$ cat config.mk
export PLATFORM = sky130hd
export DESIGN_NAME = square_sweep_ctl
export DESIGN_NICKNAME = d
export VERILOG_FILES = /design/src/rtl/square_sweep_ctl.sv
export SDC_FILE = /design/constraint.sdc
export NUM_CORES = 1
export LEC_CHECK = 0
export CORE_MARGIN = 5
export CORE_UTILIZATION = 52
export DETAILED_ROUTE_END_ITERATION = 12
export PLACE_DENSITY = 0.85
export SETUP_SLACK_MARGIN = 0.3
export SYNTH_ARGS = -nofsm -noshare
export SYNTH_HDL_FRONTEND = slang
export SYNTH_SLANG_ARGS = --single-unit
$ cat constraint.sdc
create_clock -name CLK -period 3.4 [get_ports CLK]
set_input_delay 0.51 -clock CLK [delete_from_list [all_inputs] [get_ports CLK]]
set_output_delay 0.51 -clock CLK [all_outputs]
set_load 0.1 [all_outputs]
$ cat src/rtl/square_sweep_ctl.sv
`default_nettype none
// ============================================================================
// Module   : square_sweep_ctl
// Brief    : APU square-channel sweep unit: frequency/sweep registers, sweep
//            target, half-frame divider and mute; optional shifter self-check
//            enabled by the macro SQUARE_SWEEP_SHIFTER_CHECK_EN.
// Revision : 1.0
// ============================================================================
module square_sweep_ctl #(
    parameter int CHANNEL = 0,
    parameter int FREQ_W  = 11
) (
    input  logic              CLK,
    input  logic              n_RES,
    input  logic              HALF_FRAME,
    input  logic              SWEEP_WR,
    input  logic              FREQ_LO_WR,
    input  logic              FREQ_HI_WR,
    input  logic [7:0]        DB,
    input  logic [FREQ_W-1:0] S,
    output logic [FREQ_W-1:0] FREQ,
    output logic [2:0]        SR,
    output logic              SWEEP_MUTE,
    output logic              SWEEP_TICK,
    output logic              SHIFT_ERR
);

    localparam logic [FREQ_W-1:0] MUTE_FLOOR = FREQ_W'(8);

    logic [FREQ_W-1:0] freq_q, freq_d;
    logic [2:0]        sr_q;
    logic [2:0]        period_q;
    logic [2:0]        div_q, div_d;
    logic              en_q;
    logic              neg_q;
    logic              reload_q, reload_d;
    logic              tick_q;

    logic [FREQ_W:0]   w_target;
    logic              w_mute;
    logic              w_update;

    // Square 1 negates in ones' complement, so its target lands one lower.
    always_comb begin
        w_target = {1'b0, freq_q} + {1'b0, S};
        if (neg_q) begin
            if (CHANNEL == 0) begin
                w_target = {1'b0, freq_q + ~S};
            end else begin
                w_target = {1'b0, freq_q - S};
            end
        end
    end

    assign w_mute   = (freq_q < MUTE_FLOOR) | (~neg_q & w_target[FREQ_W]);
    assign w_update = HALF_FRAME & (div_q == 3'd0) & en_q & (sr_q != 3'd0) & ~w_mute;

    // A CPU byte write overrides the sweep result for that byte only.
    always_comb begin
        freq_d = freq_q;
        if (w_update) begin
            freq_d = w_target[FREQ_W-1:0];
        end
        if (FREQ_LO_WR) begin
            freq_d[7:0] = DB;
        end
        if (FREQ_HI_WR) begin
            freq_d[FREQ_W-1:8] = DB[FREQ_W-9:0];
        end
    end

    always_comb begin
        div_d    = div_q;
        reload_d = reload_q;
        if (HALF_FRAME) begin
            if ((div_q == 3'd0) || reload_q) begin
                div_d    = period_q;
                reload_d = 1'b0;
            end else begin
                div_d = div_q - 3'd1;
            end
        end
        if (SWEEP_WR) begin
            reload_d = 1'b1;
        end
    end

    always_ff @(posedge CLK or negedge n_RES) begin
        if (!n_RES) begin
            freq_q   <= '0;
            sr_q     <= 3'd0;
            period_q <= 3'd0;
            div_q    <= 3'd0;
            en_q     <= 1'b0;
            neg_q    <= 1'b0;
            reload_q <= 1'b0;
            tick_q   <= 1'b0;
        end else begin
            freq_q   <= freq_d;
            div_q    <= div_d;
            reload_q <= reload_d;
            tick_q   <= w_update;
            if (SWEEP_WR) begin
                en_q     <= DB[7];
                period_q <= DB[6:4];
                neg_q    <= DB[3];
                sr_q     <= DB[2:0];
            end
        end
    end

    assign FREQ       = freq_q;
    assign SR         = sr_q;
    assign SWEEP_MUTE = w_mute;
    assign SWEEP_TICK = tick_q;

`ifdef SQUARE_SWEEP_SHIFTER_CHECK_EN
    logic [FREQ_W-1:0] w_expect_s;
    logic              err_q;

    assign w_expect_s = freq_q >> sr_q;

    always_ff @(posedge CLK or negedge n_RES) begin
        if (!n_RES) begin
            err_q <= 1'b0;
        end else if (S != w_expect_s) begin
            err_q <= 1'b1;
        end
    end

`ifndef SYNTHESIS
    always @(posedge CLK) begin
        if (n_RES && (S != w_expect_s) && !err_q) begin
            $display("square_sweep_ctl shifter check: freq=%h sr=%0d s=%h", freq_q, sr_q, S);
        end
    end
`endif

    assign SHIFT_ERR = err_q;
`else
    assign SHIFT_ERR = 1'b0;
`endif

endmodule
`default_nettype wire

==> results of run 1 <==
## placed cells by master, fill, tap and decap left out, drive strengths merged, types with 2 or more instances in the layout
cell,instances
a211oi,2
a21o,3
a21oi,17
a22oi,4
a31oi,2
buf,11
clkbuf,4
clkdlybuf4s50,39
dfrtp,24
fa,2
ha,23
inv,22
mux2,12
mux2i,8
nand2,9
nand2b,4
nand3,3
nor2,11
nor2b,6
nor3,7
o211ai,3
o21a,2
o21ai,16
o21bai,3
o221ai,2
o22ai,3
or2,3
or3,2
or4,2
xnor2,9
## layout make-up
type | instances | area [sq um]
Sequential cell | 24 | 622
Inverter | 22 | 82.6
Fill cell | 336 | 1250
Tap cell | 50 | 62.6
Multi-Input combinational cell | 173 | 1390
Clock buffer | 4 | 55.1
Timing Repair Buffer | 50 | 485
## layer usage
metal / global-route usage [%] / part of all wire (%)
met5: 0 / 0
met1: 24.8 / 43
met2: 33.9 / 50
met4: 5.53 / 1.5
met3: 3.97 / 5.8
## metrics by stage
stage	total power, W	setup TNS [ns]	setup slack [ns]	util (%)
after floorplan	0.000797	0	0.312	-
after global placement	0.000956	0	0.0597	66.6
after detailed placement	0.000969	-0.0324	-0.0172	66.6
after CTS	0.00117	0	0.350	68.1
after global routing	0.00124	0	0.305	68.3
final	0.00117	0	0.383	68.3
## critical path, delay by kind of cell
| kind | cells | cell delay, ns |
|---|---|---|
| AND/OR/NAND/NOR | 3 | 0.83 |
| buffers and inverters | 2 | 0.60 |
| AO/OA/AOI/OAI | 2 | 0.36 |
| multiplexers | 2 | 0.57 |
| adder cells (fa/ha/maj) | 1 | 0.31 |
## registers in the layout, indices dropped and copies added, names as in the netlist
signal      count
FREQ           11
SR              3
div_q           3
period_q        3
SWEEP_TICK      1
en_q            1
neg_q           1
reload_q        1
## cells by family after synthesis
family	Yosys count
flops	24
buf+inv	34
mux	20
compound gates	66
fa+ha+maj	25
simple gates	51
other cells	1
xor+xnor	10
## repair_timing
| item | CTS | global route |
|---|---|---|
| buffers inserted | 0 | 1 |
| endpoints found under the setup margin | 3 | 4 |
| gates resized for setup | 1 | 1 |
| pin swaps | 0 | 1 |
## worst max-delay path by stage
stage,from,end
after CTS,S[1],FREQ[2]
after global placement,S[1],FREQ[2]
after floorplan,FREQ[2],FREQ[4]
after global routing,S[1],FREQ[2]
after detailed placement,S[1],FREQ[2]
final,S[1],FREQ[2]
## power groups by stage
stage	clock, W	combinational [W]	sequential, W
finish	0.000194	0.000615	0.000361
global route	0.000211	0.000661	0.000367
CTS	0.000196	0.000609	0.000361
detailed placement	0	0.000604	0.000365
global placement	0	0.000592	0.000365
floorplan	0	0.000301	0.000495
==> flow_summary.toml, run 1 <==
[outcome]
status = "complete, no violations"

[yosys]
ys_seq_area_share_pct = 28.8
synth_commonest_cells = "24 x dfrtp_1, 23 x ha_1, 22 x inv_1"
synth_top_area_cell = "dfrtp_1"
synth_top_area_share_pct = 28.8
syn_avg_cell_area_sq_um = 9.01
synthCells = 231
synth_compound_area_share_pct = 20.4
synth_xor_area_share_pct = 4.21
netlist_area_sq_um = 2080
ys_ff_latch = 24
synth_top_family_by_area = "compound AO/OA/AOI/OAI gates"
synthAdderAreaFrac_pct = 15.7
yosysWarnings = 0
muxShareOfSynthArea_pct = 10.7
synth-main-ff-cell = "dfrtp_1"
syn_nets = 281
synth.area.top_cells = "dfrtp_1 29%, ha_1 14%, mux2_2 5.4%"
synth.distinct_cells = 50
yosysMostFrequentCell = "dfrtp_1"
synth_edf_count = 0
synthSimpleGateAreaFrac_pct = 13.3
synthArstFlopShare_pct = 100

[placed_design]
port_buffers = 40
dp_cells = 318
dp_hpwl_mm = 3.95
place_area_sq_um = 2630
finalWeightedCongestion = 0.915

[power_and_ir_drop]
leakagePower_nw = 1.21
peakVddDrop_mv = 0.272
p_sw_w = 0.000506
power.density_nw_per_um2 = 435
p_comb_share_pct = 52.6
swShare_pct = 43.2
p_int_w = 0.000665
seq_power_share_pct = 30.9
p_clk_share_pct = 16.6

[timing]
fin_crit_sh_pct = 88.7
max_freq_mhz = 331
worstMarginPinSlew_ns = 1.03
rsz0062_at_grt = "no"
period_minus_slack_ns = 3.02
finClkSkew_ns = 0.000886
hold_violations = 0
setup_viol = 0
relSlewSlack_pct = 31.4
slew_viol_final = 0
finalHoldWorstSlack_ns = 0.523

[floorplanning]
fp.dieW_um = 73.3
core.rowCount = 23
start_util_pct = 52.8
io_pins = 42
core_sq_um = 3940
die_height_um = 73.3
die_area_sq_um = 5370

[routing]
drt_pass1_iterations = 4
detail-route-antenna-nets = 0
vias_per_cell = 5.79
routed_wl_mm = 5.13
drt_iter0_markers = 153
remaining_drc_errors = 0
vias = 1869
wire_per_inst_um = 15.9

[worst_setup_path]
path_cells = "clkdlybuf4s50_1, inv_1, ha_1, nor2b_1, o211a_1, nor4b_4, o21ai_4, or3_4, mux2_4, mux2_2"
startpoint_type = "primary input"
critPathMaxStageDelay_ns = 0.52
required_ns = 3.56
r2r_setup_slack_ns = 0.68
rr_endpoint = "FREQ[2]"
crit_type = "primary input to flip-flop"
ff2ff_path_depth = 8
crit_slowest_cell = "clkdlybuf4s50_1"
worstReg2RegStart = "FREQ[2]"
crit_path_max_fanout = 6
worst_ep_arrival_time_ns = 3.18
worstSetupEndpointType = "flip-flop"

[grt]
grt_max_degree = 24
gr-total-overflow = 0
grt_pass1_vias = 1796
grt_pass1_wl_mm = 8.18
grt_util_all_layers_pct = 19.7
antenna_found_initial = 0

[final_layout]
finalNetCount = 324
syn2layout_area_growth_pct = 29.3
design_area_sq_um = 2690
diodes = 0
final_layout_size_suffix_gt1_share_pct = 16.8
final_cells = 323

[cts]
htreeDepth = 1
cts-buffers-inserted = 3
path_clk_slew_ns = 0.08
cts_sinks = 24
cts_tree = "built"
holdBufCountCts = 0
insertion_delay_ns = 0.27
cts_root_buffer = "clkbuf_8"
clk_path_buf_depth = 2

[job]
drv_cap = 0

[min_path]
whs_path_depth = 1
hold_end = "period_q[0]"
hold_path_startpoint = "period_q[0]"
hp-class = "flip-flop to flip-flop"
Note: power is estimated with default switching activity, not from simulation.
==> run 2, diff against run 1 <==
--- a/config.mk
+++ b/config.mk
@@ -9,7 +9,7 @@
 export CORE_UTILIZATION = 52
 export DETAILED_ROUTE_END_ITERATION = 12
 export PLACE_DENSITY = 0.85
-export SETUP_SLACK_MARGIN = 0.3
+export SETUP_SLACK_MARGIN = 0.15
 export SYNTH_ARGS = -nofsm -noshare
 export SYNTH_HDL_FRONTEND = slang
 export SYNTH_SLANG_ARGS = --single-unit
==> flow_summary.toml, run 2 (synthesized netlist as in run 1, its figures left out) <==
[outcome]
status = "complete, no violations"

[placed_design]
dp_hpwl_mm = 4.02
dp_cells = 318
finalWeightedCongestion = 0.886
port_buffers = 40
place_area_sq_um = 2590

[grt]
gr-total-overflow = 0
grt_pass1_vias = 1820
grt_max_degree = 25
grt_pass1_wl_mm = 8.41
antenna_found_initial = 0
grt_util_all_layers_pct = 20.2

[worst_setup_path]
crit_path_max_fanout = 6
required_ns = 3.56
crit_type = "primary input to flip-flop"
r2r_setup_slack_ns = 0.59
worstSetupEndpointType = "flip-flop"
worst_ep_arrival_time_ns = 3.23
startpoint_type = "primary input"

[timing]
finalHoldWorstSlack_ns = 0.517
setup_viol = 0
fin_crit_sh_pct = 90.3
period_minus_slack_ns = 3.07
max_freq_mhz = 326
slew_viol_final = 0
relSlewSlack_pct = 30.5
finClkSkew_ns = 0.00371
hold_violations = 0
tns_ns = 0
worstMarginPinSlew_ns = 1.04
rsz0062_at_grt = "no"

[cts]
cts.repair.resized = 0
htreeDepth = 1
holdBufCountCts = 0
post_cts_buffers = 0
cts_sinks = 24
path_clk_slew_ns = 0.08
cts-buffers-inserted = 3
insertion_delay_ns = 0.27
cts_root_buffer = "clkbuf_8"
clk_path_buf_depth = 2
cts_tree = "built"

[routing]
wire_per_inst_um = 15.8
remaining_drc_errors = 0
vias_per_cell = 5.70
detail-route-antenna-nets = 0
drt_pass1_iterations = 4
vias = 1834
routed_wl_mm = 5.08
drt_iter0_markers = 162

[final_layout]
syn2layout_area_growth_pct = 27.8
layout_common_cells = "39 x clkdlybuf4s50_1, 23 x ha_1, 22 x inv_1, 17 x a21oi_1, 15 x o21ai_0"
final_cells = 322
diodes = 0
layout_commonest_cell = "clkdlybuf4s50_1"
design_area_sq_um = 2660
largest_reg_flops = 11
finalNetCount = 323
final_layout_size_suffix_gt1_share_pct = 15.1

[floorplanning]
fp.dieW_um = 73.3
core.rowCount = 23
die_height_um = 73.3
die_area_sq_um = 5370
core_sq_um = 3940
io_pins = 42
start_util_pct = 52.8

[power_and_ir_drop]
leakagePower_nw = 1.21
peakVddDrop_mv = 0.274
p_total_w = 0.00121
power.density_nw_per_um2 = 455

[min_path]
hp-class = "flip-flop to flip-flop"

[job]
drv_cap = 0
## run 2: worst paths after layout
kind,cells after the start,start,endpoint
setup / recovery,10,S[1],FREQ[4]
hold / removal,1,en_q,en_q
setup reg to reg,8,FREQ[1],FREQ[4]
hold reg to reg,1,en_q,en_q
max in group asynchronous,1,n_RES,FREQ[7]
min in group asynchronous,1,n_RES,reload_q
## run 2: metal layers
layer / vias up / track usage (%) / part of all wire, %
met5: - / 0 / 0
met4: 0 / 4.92 / 1.4
met3: 9 / 3.15 / 7.6
met2: 79 / 34.8 / 49
met1: 849 / 26.5 / 42
li1: 897 / - / -
## run 2: area by class of cell
cell class,instances,area [sq um]
timing repair buffer,49,478
sequential,24,614
multi-input combinational,173,1350
inverter,22,82.6
fill,323,1280
tap,50,62.6
clock inverter,1,30.0
clock buffer,3,41.3
## run 2: through the flow
stage                     setup slack [ns]  util, %
after detailed placement            0.0325     65.7
after global routing                 0.226     67.5
final                                0.330     67.5
after global placement              0.0993     65.7
after CTS                            0.322     67.5
after floorplan                      0.247        -
## run 2: critical path, stage by stage
cell             delay (ns)
clkdlybuf4s50_1        0.48
inv_1                  0.06
ha_1                   0.29
nor2b_1                0.06
o211a_1                0.27
nor4b_4                0.34
o21ai_4                0.11
or3_1                  0.51
mux2_4                 0.33
mux2_2                 0.26
## run 2: power breakdown
part / switching [W] / internal (W)
clock network: 0.0000911 / 0.000157
registers: 0.0000371 / 0.000321
logic: 0.000373 / 0.000232
total: 0.000501 / 0.000710
